## config.mk

```make
export PLATFORM = sky130hd
export DESIGN_NAME = pc_sequencer_flat
export DESIGN_NICKNAME = d
export VERILOG_FILES = /design/src/rtl/pc_sequencer_if.sv /design/src/rtl/pc_sequencer.sv /design/src/flat_wrapper.sv
export SDC_FILE = /design/constraint.sdc
export NUM_CORES = 1
export LEC_CHECK = 0
export CORE_UTILIZATION = 37
export CTS_BUF_LIST = sky130_fd_sc_hd__clkbuf_2 sky130_fd_sc_hd__clkbuf_4 sky130_fd_sc_hd__clkbuf_8
export CTS_CLUSTER_DIAMETER = 40
export DETAILED_ROUTE_END_ITERATION = 16
export PLACE_DENSITY = 0.6
export SYNTH_ARGS = -nofsm -noshare
export SYNTH_HDL_FRONTEND = slang
export SYNTH_SLANG_ARGS = --single-unit
export TNS_END_PERCENT = 10
```

## constraint.sdc

```tcl
create_clock -name CLK -period 4.6 [get_ports CLK]
set_clock_uncertainty 0.15 [all_clocks]
set_input_delay 0.46 -clock CLK [delete_from_list [all_inputs] [get_ports CLK]]
set_output_delay 0.46 -clock CLK [all_outputs]
set_load 0.05 [all_outputs]
```

## src/rtl/pc_sequencer_if.sv

```systemverilog
// Signal bundle between the program-counter sequencer and its surroundings:
// decoder/ALU flags in, branch-table lookup, fetch address and status out.
interface pc_sequencer_if #(
  parameter int PC_W  = 10,
  parameter int CNT_W = 16
);
  logic             start;
  logic             stall;
  logic             halt_req;
  logic             br_req;
  logic             br_taken;
  logic             br_abs;
  logic [4:0]       br_ptr;
  logic [4:0]       lut_ptr;
  logic [7:0]       lut_dout;
  logic [PC_W-1:0]  pc;
  logic             flush;
  logic             busy;
  logic             done;
  logic [CNT_W-1:0] instr_cnt;

  modport master (
    output start, stall, halt_req, br_req, br_taken, br_abs, br_ptr, lut_dout,
    input  lut_ptr, pc, flush, busy, done, instr_cnt
  );

  modport slave (
    input  start, stall, halt_req, br_req, br_taken, br_abs, br_ptr, lut_dout,
    output lut_ptr, pc, flush, busy, done, instr_cnt
  );
endinterface

```

## src/rtl/pc_sequencer.sv

```systemverilog
// Program-counter controller: owns the PC and run/halt state, sequencing fetch as
// increment, absolute jump or PC-relative branch with targets from the branch table.
module pc_sequencer #(
  parameter int PC_W       = 10,
  parameter int START_ADDR = 0,
  parameter int END_ADDR   = 1023,
  parameter int CNT_W      = 16
) (
  input logic           CLK,
  input logic           Reset_n,
  pc_sequencer_if.slave bus
);

  typedef enum logic [1:0] {IDLE, RUN, FLUSH, DONE} state_t;

  localparam logic [PC_W-1:0] START_PC = PC_W'(START_ADDR);
  localparam logic [PC_W-1:0] END_PC   = PC_W'(END_ADDR);

  state_t           state, state_nxt;
  logic [PC_W-1:0]  pc, pc_nxt;
  logic [CNT_W-1:0] cnt, cnt_nxt, cnt_inc;
  logic [PC_W-1:0]  abs_target, rel_target;
  logic             flush_q, busy_q, done_q;

  // Absolute targets are an unsigned table entry; relative offsets are signed.
  assign abs_target = PC_W'(bus.lut_dout);
  assign rel_target = pc + PC_W'($signed(bus.lut_dout));
  assign cnt_inc    = (cnt == {CNT_W{1'b1}}) ? cnt : cnt + CNT_W'(1);

  // NOTE: every variable gets a default before the case so no path leaves it unassigned (no latch).
  always_comb begin
    state_nxt = state;
    pc_nxt    = pc;
    cnt_nxt   = cnt;
    unique case (state)
      IDLE, DONE: begin
        if (bus.start) begin
          state_nxt = RUN;
          pc_nxt    = START_PC;
          cnt_nxt   = '0;
        end
      end
      RUN: begin
        if (!bus.stall) begin
          cnt_nxt = cnt_inc;
          if (bus.halt_req) begin
            state_nxt = DONE;
          end else if (bus.br_req && bus.br_taken) begin
            pc_nxt    = bus.br_abs ? abs_target : rel_target;
            state_nxt = FLUSH;
          end else if (pc == END_PC) begin
            state_nxt = DONE;
          end else begin
            pc_nxt = pc + PC_W'(1);
          end
        end
      end
      FLUSH: begin
        if (!bus.stall) state_nxt = RUN;
      end
      default: state_nxt = IDLE;
    endcase
  end

  // NOTE: sequential state uses non-blocking assignments so all registers update together.
  always_ff @(posedge CLK or negedge Reset_n) begin
    if (!Reset_n) begin
      state   <= IDLE;
      pc      <= START_PC;
      cnt     <= '0;
      flush_q <= 1'b0;
      busy_q  <= 1'b0;
      done_q  <= 1'b0;
    end else begin
      state   <= state_nxt;
      pc      <= pc_nxt;
      cnt     <= cnt_nxt;
      flush_q <= (state_nxt == FLUSH);
      busy_q  <= (state_nxt == RUN) || (state_nxt == FLUSH);
      done_q  <= (state_nxt == DONE);
    end
  end

  assign bus.lut_ptr   = bus.br_ptr;
  assign bus.pc        = pc;
  assign bus.flush     = flush_q;
  assign bus.busy      = busy_q;
  assign bus.done      = done_q;
  assign bus.instr_cnt = cnt;

endmodule

```

## src/flat_wrapper.sv

```systemverilog
// flat-port wrapper written by rule: the top's interface ports become plain ports
module pc_sequencer_flat 
#(
  parameter int PC_W       = 10,
  parameter int START_ADDR = 0,
  parameter int END_ADDR   = 1023,
  parameter int CNT_W      = 16
)
  (CLK, Reset_n, bus_start, bus_stall, bus_halt_req, bus_br_req, bus_br_taken, bus_br_abs, bus_br_ptr, bus_lut_dout, bus_lut_ptr, bus_pc, bus_flush, bus_busy, bus_done, bus_instr_cnt);
  pc_sequencer_if #(.PC_W(PC_W), .CNT_W(CNT_W)) bus_i ();
  input logic CLK;
  input logic Reset_n;
  input wire logic [$bits(bus_i.start)-1:0] bus_start;
  input wire logic [$bits(bus_i.stall)-1:0] bus_stall;
  input wire logic [$bits(bus_i.halt_req)-1:0] bus_halt_req;
  input wire logic [$bits(bus_i.br_req)-1:0] bus_br_req;
  input wire logic [$bits(bus_i.br_taken)-1:0] bus_br_taken;
  input wire logic [$bits(bus_i.br_abs)-1:0] bus_br_abs;
  input wire logic [$bits(bus_i.br_ptr)-1:0] bus_br_ptr;
  input wire logic [$bits(bus_i.lut_dout)-1:0] bus_lut_dout;
  output wire logic [$bits(bus_i.lut_ptr)-1:0] bus_lut_ptr;
  output wire logic [$bits(bus_i.pc)-1:0] bus_pc;
  output wire logic [$bits(bus_i.flush)-1:0] bus_flush;
  output wire logic [$bits(bus_i.busy)-1:0] bus_busy;
  output wire logic [$bits(bus_i.done)-1:0] bus_done;
  output wire logic [$bits(bus_i.instr_cnt)-1:0] bus_instr_cnt;
  assign bus_i.start = bus_start;
  assign bus_i.stall = bus_stall;
  assign bus_i.halt_req = bus_halt_req;
  assign bus_i.br_req = bus_br_req;
  assign bus_i.br_taken = bus_br_taken;
  assign bus_i.br_abs = bus_br_abs;
  assign bus_i.br_ptr = bus_br_ptr;
  assign bus_i.lut_dout = bus_lut_dout;
  assign bus_lut_ptr = bus_i.lut_ptr;
  assign bus_pc = bus_i.pc;
  assign bus_flush = bus_i.flush;
  assign bus_busy = bus_i.busy;
  assign bus_done = bus_i.done;
  assign bus_instr_cnt = bus_i.instr_cnt;
  pc_sequencer #(.PC_W(PC_W), .START_ADDR(START_ADDR), .END_ADDR(END_ADDR), .CNT_W(CNT_W)) u_core (.CLK(CLK), .Reset_n(Reset_n), .bus(bus_i));
endmodule
```

==> impl_metrics.env <==
export IMPL_crit_family="compound AO/OA/AOI/OAI gates"
export IMPL_status="finished, final reports clean"
export IMPL_yosysWarningCount=0
export IMPL_die_width_um=81.7
export IMPL_rows=28
export IMPL_finalCriticalPeriod_ns=2.92
export IMPL_cp_end_kind="flip-flop"
export IMPL_holdBufCountCts=0
export IMPL_synth_top_family_by_area="compound AO/OA/AOI/OAI gates"
export IMPL_syn_avg_cell_area_um2=8.35
export IMPL_final_period_utilization_pct=63.5
export IMPL_vias=2165
export IMPL_cts_resized_gates=0
export IMPL_tightest_slew_ns=0.846
export IMPL_cts_inserted_buffers=5
export IMPL_critical_path_max_stage_delay_ns=0.71
export IMPL_rsz0062_at_grt="false"
export IMPL_h_tree_depth=2
export IMPL_startpoint_type="flip-flop"
export IMPL_p_leak_uw=0.00116
export IMPL_core_area_mm2=0.00603
export IMPL_slew_violations=0
export IMPL_ioPinCount=55
export IMPL_yosys_area_share_xor_xnor_pct=5.22
export IMPL_overflow=0
export IMPL_r2r_setup_slack_ns=1.68
export IMPL_power_density_mw_per_mm2=587
export IMPL_final_nets=352
export IMPL_worstSetupPathType="reg2reg"
export IMPL_fp_dieH_um=81.7
export IMPL_crit_required_ns=4.68
export IMPL_path_buf_inv=1
export IMPL_grt_pass1_wl_mm=9.23
export IMPL_port_buffers=44
export IMPL_ys_flop_type="dfrtp_1"
export IMPL_synth_net_count=317
export IMPL_grt_antenna_before_repair=0
export IMPL_utilization_pct=48.4
export IMPL_start_util_pct=39.0
export IMPL_hold_class="reg2reg"
export IMPL_worst_path_max_fanout=24
export IMPL_clock_sinks=31
export IMPL_place_gp_congestion=0.838
export IMPL_via_per_inst=5.52
export IMPL_setup_viol=0
export IMPL_synth_cells=281
export IMPL_synth_simple_area_share_pct=20.8
export IMPL_drc=0
export IMPL_clk_pin_slew_ns=0.07
export IMPL_dp_hpwl_mm=4.05
export IMPL_cp_cell_sequence="inv_1 -> ha_1 -> mux2i_2 -> nand2b_4 -> a41oi_2 -> and2_1 -> a32o_1 -> a31o_1"
export IMPL_synth_edff_count=0
export IMPL_ys_seq_elements=31
export IMPL_cts_root_buf="clkbuf_8"
export IMPL_tns_ns=0
export IMPL_fmax_mhz=343
export IMPL_ys_async_sr_fraction_pct=100
export IMPL_synth_compound_gate_area_share_pct=23.3
export IMPL_grt_max_degree=32
export IMPL_areaGrowthSynthToFinish_pct=24.4
export IMPL_ant_nets=0
export IMPL_drive_above_1_share_pct=5.99
export IMPL_peakVddDrop_v=0.000409
export IMPL_muxShareOfSynthArea_pct=3.25
export IMPL_slowest_stage="ha_1"
export IMPL_seq_area_frac_synth_pct=33.0
export IMPL_first_global_vias=1927
export IMPL_cts_tree="yes"
export IMPL_ys_types=55
export IMPL_critPathArrivalTime_ns=3.00
export IMPL_dieArea_mm2=0.00667
export IMPL_slew_headroom_pct=43.6
export IMPL_antenna_cells=0
export IMPL_cts_setup_buffers=0
export IMPL_maxCapViolCount=0
export IMPL_post_drt_wl_per_cell_um=14.0
export IMPL_first_pass_iters=4
export IMPL_cts_buffer_depth=2
export IMPL_hold_viol_final=0
export IMPL_synth_fa_ha_area_share_pct=8.32
export IMPL_track_usage_pct=18.1
export IMPL_syn_cell_area_mm2=0.00235
export IMPL_insertion_delay_ns=0.28
export IMPL_wl_mm=5.47
export IMPL_drtIter0Drc=60
## registers in the layout, indices dropped and copies added, names as in the netlist
| signal | flops |
|---|---|
| u_core.bus.done | 1 |
| u_core.state | 2 |
| u_core.bus.flush | 1 |
| u_core.bus.pc | 10 |
| u_core.bus.instr_cnt | 16 |
| u_core.bus.busy | 1 |
## synth_stat cells, types with 2 or more instances
cell type | n | area, µm²
xor2_1 | 7 | 61.3
a211oi_1 | 2 | 15.0
a31oi_1 | 6 | 37.5
o21ai_1 | 9 | 45.0
nand4_1 | 6 | 37.5
a21o_1 | 3 | 22.5
mux2_2 | 2 | 22.5
nor3b_1 | 2 | 15.0
nand3_1 | 12 | 60.1
nand2b_1 | 2 | 12.5
and2_1 | 3 | 18.8
nand2_1 | 23 | 86.3
nor2b_1 | 4 | 25.0
mux2i_1 | 4 | 40.0
a32o_1 | 2 | 20.0
a22o_1 | 3 | 26.3
or3_1 | 5 | 31.3
inv_1 | 14 | 52.6
xnor2_1 | 7 | 61.3
nor4_1 | 2 | 12.5
o31ai_1 | 2 | 15.0
dfrtp_1 | 31 | 776
o21ai_0 | 20 | 100
clkbuf_1 | 10 | 37.5
ha_1 | 14 | 175
buf_4 | 6 | 45.0
a21oi_1 | 17 | 85.1
nor3_1 | 8 | 40.0
nor2_1 | 29 | 109
## layout by cell type (no fill, tap or decap), types with 2 or more instances in the layout
cell type	instances
clkdlybuf4s50_1	44
dfrtp_1	31
nor2_1	29
nand2_1	23
o21ai_0	20
a21oi_1	17
inv_1	14
ha_1	14
nand3_1	12
o21ai_1	9
nor3_1	8
xor2_1	7
xnor2_1	7
nand4_1	6
a31oi_1	6
clkbuf_8	6
or3_1	5
nor2b_1	4
mux2i_1	4
and2_1	3
a21o_1	3
a22o_1	3
nor4_1	2
nor3b_1	2
o31ai_1	2
a32o_1	2
a211oi_1	2
nand2b_1	2
mux2_2	2
## power breakdown
part | internal, µW | switching, µW | leakage (µW)
Clock | 175 | 104 | 0.0000612
Combinational | 371 | 627 | 0.000684
Sequential | 341 | 96.6 | 0.000415
Total | 887 | 827 | 0.00116
## worst paths after layout
kind	cells after the start	start	to
max in group asynchronous	2	Reset_n	u_core.bus.instr_cnt[13]
min in group asynchronous	2	Reset_n	u_core.state[0]
worst max-delay path	8	u_core.state[1]	u_core.bus.pc[6]
worst min register to register	2	u_core.bus.instr_cnt[1]	u_core.bus.instr_cnt[1]
worst max register to register	8	u_core.state[1]	u_core.bus.pc[6]
worst min-delay path	2	u_core.bus.instr_cnt[1]	u_core.bus.instr_cnt[1]
## tightest hold or removal path: cells and delay by family, from the launching register on
kind               cells  cell delay (ns)
AOI/OAI and AO/OA      1             0.06
DFF                    1             0.40
and+or+nand+nor        1             0.06
## per-stage QoR
stage | instance area (µm²) | worst slack, ns | power, µW | instances | hold WS, ns
finish | 2920 | 1.68 | 1710 | 392 | 0.406
global route | 2920 | 1.39 | 1850 | 392 | 0.438
CTS | 2920 | 1.67 | 1730 | 392 | 0.410
detailed placement | 2800 | 1.68 | 1440 | 384 | 0.396
global placement | 2800 | 1.77 | 1430 | 384 | 0.387
floorplan | 2350 | 2.17 | 1190 | 281 | 0.0144
## cells by family (layout without fill, tap and decap cells)
family / after synthesis / count (layout)
adder cells (fa/ha/maj): 15 / 15
multiplexers: 7 / 7
AND/OR/NAND/NOR: 101 / 101
XOR/XNOR: 14 / 14
buffers and inverters: 31 / 67
flip-flops: 31 / 31
AO/OA/AOI/OAI: 82 / 82
## metal layers
| metal | wire, µm | GRT usage [%] | vias to the layer above |
|---|---|---|---|
| li1 | - | - | 1089 |
| met1 | 2770 | 26.2 | 1027 |
| met2 | 2380 | 26.8 | 43 |
| met3 | 255 | 3.44 | 6 |
| met4 | 68 | 5.79 | 0 |
| met5 | 0 | 0 | - |
## layout make-up
cell class	count	area (µm²)
fill	600	3110
multi-input combinational	219	1430
sequential	31	776
timing repair buffer	45	448
tap	75	93.8
clock buffer	6	82.6
inverter	14	52.6
clock inverter	2	35.0
No activity file was read; power rests on OpenSTA's default activity.
